**src/rtl/cm0_acg_ctrl.sv**
```systemverilog
// Per-domain clock-gate enable controller: wake handshake with settle delay and
// idle hysteresis per channel, all on the ungated root clock.

module cm0_acg_chan #(
  parameter int WAKE_CYCLES = 1,
  parameter int IDLE_CYCLES = 4
) (
  input  logic clk,
  input  logic rst,
  input  logic wake,
  output logic gate_en,
  output logic ack,
  output logic gate_nxt
);
  localparam logic [1:0] S_OFF  = 2'd0;
  localparam logic [1:0] S_WAKE = 2'd1;
  localparam logic [1:0] S_ON   = 2'd2;
  localparam logic [1:0] S_IDLE = 2'd3;

  localparam int WL = (WAKE_CYCLES > 0) ? WAKE_CYCLES - 1 : 0;
  localparam int IL = (IDLE_CYCLES > 0) ? IDLE_CYCLES - 1 : 0;
  localparam logic [3:0] WAKE_LD = WL[3:0];
  localparam logic [3:0] IDLE_LD = IL[3:0];

  logic [1:0] st, st_nxt;
  logic [3:0] cnt, cnt_nxt;
  logic       ack_nxt;

  always_comb begin
    st_nxt  = st;
    cnt_nxt = cnt;
    case (st)
      S_OFF: if (wake) begin
        if (WAKE_CYCLES > 0) begin
          st_nxt  = S_WAKE;
          cnt_nxt = WAKE_LD;
        end else begin
          st_nxt  = S_ON;
        end
      end
      // Wake is not re-sampled here: a started wake always completes.
      S_WAKE: if (cnt == 4'd0) st_nxt = S_ON;
              else             cnt_nxt = cnt - 4'd1;
      S_ON: if (!wake) begin
        if (IDLE_CYCLES > 0) begin
          st_nxt  = S_IDLE;
          cnt_nxt = IDLE_LD;
        end else begin
          st_nxt  = S_OFF;
        end
      end
      default: begin
        if (wake)              st_nxt  = S_ON;
        else if (cnt == 4'd0)  st_nxt  = S_OFF;
        else                   cnt_nxt = cnt - 4'd1;
      end
    endcase
  end

  assign gate_nxt = (st_nxt != S_OFF);
  assign ack_nxt  = (st_nxt == S_ON) || (st_nxt == S_IDLE);

  always_ff @(posedge clk) begin
    if (rst) begin
      st      <= S_OFF;
      cnt     <= 4'd0;
      gate_en <= 1'b0;
      ack     <= 1'b0;
    end else begin
      st      <= st_nxt;
      cnt     <= cnt_nxt;
      gate_en <= gate_nxt;
      ack     <= ack_nxt;
    end
  end
endmodule

module cm0_acg_ctrl #(
  parameter int NCH         = 2,
  parameter int ACG         = 1,
  parameter int WAKE_CYCLES = 1,
  parameter int IDLE_CYCLES = 4
) (
  input  logic           CLKIN,
  input  logic           RESET,
  input  logic [NCH-1:0] REQ,
  input  logic [NCH-1:0] BUSY,
  input  logic           DBGFORCE,
  output logic [NCH-1:0] ACK,
  output logic [NCH-1:0] GATE_EN,
  output logic           ANY_ON
);
  if (ACG != 0) begin : g_acg
    logic [NCH-1:0] wake;
    logic [NCH-1:0] gate_nxt;

    assign wake = REQ | BUSY | {NCH{DBGFORCE}};

    cm0_acg_chan #(
      .WAKE_CYCLES(WAKE_CYCLES),
      .IDLE_CYCLES(IDLE_CYCLES)
    ) u_ch [NCH-1:0] (
      .clk     (CLKIN),
      .rst     (RESET),
      .wake    (wake),
      .gate_en (GATE_EN),
      .ack     (ACK),
      .gate_nxt(gate_nxt)
    );

    // Built from next-state enables so it lines up with GATE_EN.
    always_ff @(posedge CLKIN) begin
      if (RESET) ANY_ON <= 1'b0;
      else       ANY_ON <= |gate_nxt;
    end
  end else begin : g_nogate
    wire unused_in = ^{REQ, BUSY, DBGFORCE};

    assign GATE_EN = '1;
    assign ANY_ON  = 1'b1;

    always_ff @(posedge CLKIN) begin
      if (RESET) ACK <= '0;
      else       ACK <= '1;
    end
  end
endmodule
```
**config.mk**
```make
export PLATFORM = sky130hd
export DESIGN_NAME = cm0_acg_ctrl
export DESIGN_NICKNAME = d
export VERILOG_FILES = /design/src/rtl/cm0_acg_ctrl.sv
export SDC_FILE = /design/constraint.sdc
export NUM_CORES = 1
export LEC_CHECK = 0
export ABC_AREA = 0
export CAP_MARGIN = 40
export CORE_MARGIN = 2
export CORE_UTILIZATION = 56
export CTS_CLUSTER_DIAMETER = 200
export DETAILED_ROUTE_END_ITERATION = 7
export PLACE_DENSITY = 0.93
export SLEW_MARGIN = 25
export SYNTH_ARGS = -nofsm -noshare
export SYNTH_HDL_FRONTEND = slang
export SYNTH_SLANG_ARGS = --single-unit
```
**constraint.sdc**
```tcl
create_clock -name CLKIN -period 3.8 [get_ports CLKIN]
set_clock_uncertainty 0.15 [all_clocks]
set_input_delay 0.76 -clock CLKIN [delete_from_list [all_inputs] [get_ports CLKIN]]
set_output_delay 0.76 -clock CLKIN [all_outputs]
set_load 0.01 [all_outputs]
```
==> reports/results.ini <==
[run_status]
status = completed

[layout]
fin_nets = 115
area_growth_pct = 13.4
layout-drive-gt1-share = 0.124
fin_cells = 121
diodes = 0

[clocking]
clock_latency_ps = 300
ctsResizeCount = 0
cts_buffers = 3
cts_hold_buf = 0
clk_path_buf_depth = 2
cts_tree = yes
clk_pin_slew_ps = 90
cts-root-buf = clkbuf_4
cts.sinks = 17
cts_setup_buffers = 0
cts.htree.levels = 1

[setup_path]
critPathArrivalTime_ps = 2440
cp.required_ps = 3870
crit_start = DBGFORCE
r2r_cells = 7
worst_r2r_endpoint = ANY_ON
cpPeakStageDelay_ps = 540
r2r_slack_ps = 1680
slowest_stage = clkdlybuf4s50_1
endpoint_kind = flip-flop
reg2reg_from = g_acg.u_ch[0].cnt[1]
timing_worst_setup_path_type = in2reg
crit_path_end = g_acg.u_ch[0].cnt[0]
crit_chain = clkdlybuf4s50_1, nor3_1, mux2i_1, or3_1, a21oi_1
crit_path_start_kind = input pin
crit_fanout = 7

[place]
gpl.final_weighted_congestion = 0.883
portBuffers = 11
dp_hpwl_um = 1350
dp.cells = 117

[die]
boundaryPins = 12
die_w_um = 43.8
dieArea_um2 = 1920
core_area_um2 = 1490
initial_core_util = 0.596
die_y_um = 43.8
rows = 14

[global_routing]
grt-ovfl-total = 0
grt_max_degree = 11
grt_pass1_wl_um = 3110
grt_pass1_vias = 724
track_usage = 0.224
antenna_found_initial = 0

[yosys]
ys_types = 39
synth_adder_area_share = 0.0282
synth_commonest_cells = 17 x dfxtp_1, 8 x nand2_1, 7 x a31oi_1
synth.most_common_cell = dfxtp_1
synth.area.top_cells = dfxtp_1 38%, a31oi_1 4.9%, o21ai_4 3.7%
synth.largest_area_cell = dfxtp_1
synthArstFlopShare = 0
synth-edff-count = 0
muxShareOfSynthArea = 0.0113
synthesis.nets = 105
synth_area_um2 = 887
synth_seq_cells = 17
syn-mean-instance-area_um2 = 9.24
synth_compound_area_frac = 0.234
synth-xor-area-share = 0
synthFlopType = dfxtp_1
synth_top_area_share = 0.384
synth_seq_area_share = 0.384
synth_top_family_by_area = simple AND/OR/NAND/NOR gates
yosysWarnings = 0
yosys.area_share.simple = 0.269
synth_cells = 96

[hold_path]
hp-class = reg2reg
worst_hold_path.num_cells = 2

[sta]
tns_ps = 0
fmax_mhz = 423
finalMaxSlewViolations = 0
period_share = 0.622
period_minus_slack_ps = 2360
worst_pin_slew_ps = 697
setup_viol = 0
rsz0062_at_grt = false
hold_viol = 0
relSlewSlack = 0.529

[routing]
dr.pass1.iters = 4
wl_per_cell_um = 15.2
drc = 0
drtIter0Drc = 16
vias_per_cell = 6.30
detail-route-antenna-nets = 0
via_count = 762
wirelength_um = 1840

[power_and_ir_drop]
power-per-cell-area_nw_per_um2 = 741
cellLeakagePower_nw = 0.380
peakVddDrop_v = 0.000429

[flow_run]
max-cap-violations = 0

## worst min path at each step
stage                                     from                   end  slack (ps)
final                     g_acg.u_ch[0].cnt[0]  g_acg.u_ch[0].cnt[0]         340
after global routing      g_acg.u_ch[0].cnt[0]  g_acg.u_ch[0].cnt[0]         390
after CTS                 g_acg.u_ch[0].cnt[0]  g_acg.u_ch[0].cnt[0]         340
after detailed placement  g_acg.u_ch[0].cnt[0]  g_acg.u_ch[0].cnt[0]         320
after global placement    g_acg.u_ch[0].cnt[0]  g_acg.u_ch[0].cnt[0]         320
after floorplan           g_acg.u_ch[0].cnt[0]  g_acg.u_ch[0].cnt[0]         300
## critical path: cells and delay by family
kind	cells	cell delay [ps]
multiplexers	1	150
AO/OA/AOI/OAI	1	120
AND/OR/NAND/NOR	2	870
buffers and inverters	1	540
## flip-flops by register name, indices dropped and copies added (netlist names)
register and count:
g_acg.u_ch.cnt 8, ANY_ON 1, g_acg.u_ch.ack 2, g_acg.u_ch.st 4
g_acg.u_ch.gate_en 2
## logic make-up after synthesis
group	count (synthesis)
AO/OA/AOI/OAI	26
adder cells (fa/ha/maj)	2
AND/OR/NAND/NOR	37
flip-flops	17
buffers and inverters	13
multiplexers	1
## metal layers
layer,part of all wire,GRT usage
met5,0,0
met4,0.035,0.121
met3,0.083,0.0958
met2,0.47,0.344
met1,0.41,0.262
## cell usage in the layout (no fill, tap or decap), types with 2 or more instances in the layout
master	n
o21ai_0	3
a31oi_1	7
nor2b_1	3
a21o_1	2
or4_4	2
o21ai_4	2
nand3b_1	2
nor3_1	4
clkdlybuf4s50_1	11
nand2_1	8
dfxtp_1	17
nor2_1	3
or3_1	3
o221a_1	2
o31ai_2	2
a21oi_1	3
ha_1	2
inv_1	6
clkbuf_4	3
## per-stage QoR
step                      power (mW)  hold slack [ps]  area, um2   util  setup WS, ps
after floorplan                0.563              304        887      -          1810
after global placement         0.617              320        975  0.655          1170
after detailed placement       0.646              324        978  0.657          1140
after CTS                      0.746              336       1010  0.676          1460
after global routing           0.806              386       1010  0.676          1370
final                          0.745              338       1010  0.676          1440
## power by group
part,leakage (nW),switching [mW],internal (mW)
sequential,0.140,0.0699,0.234
clock,0.0177,0.0559,0.0393
combinational,0.222,0.174,0.172
total,0.380,0.300,0.445
## final cells by class
class	count	area, um2
repair buffers	12	114
flip-flops and latches	17	340
clock inverters	1	5.00
well taps	16	20.0
multi-input cells	66	482
fillers	111	483
clock buffers	3	22.5
inverters	6	22.5
(Power assumes the default switching activity.)
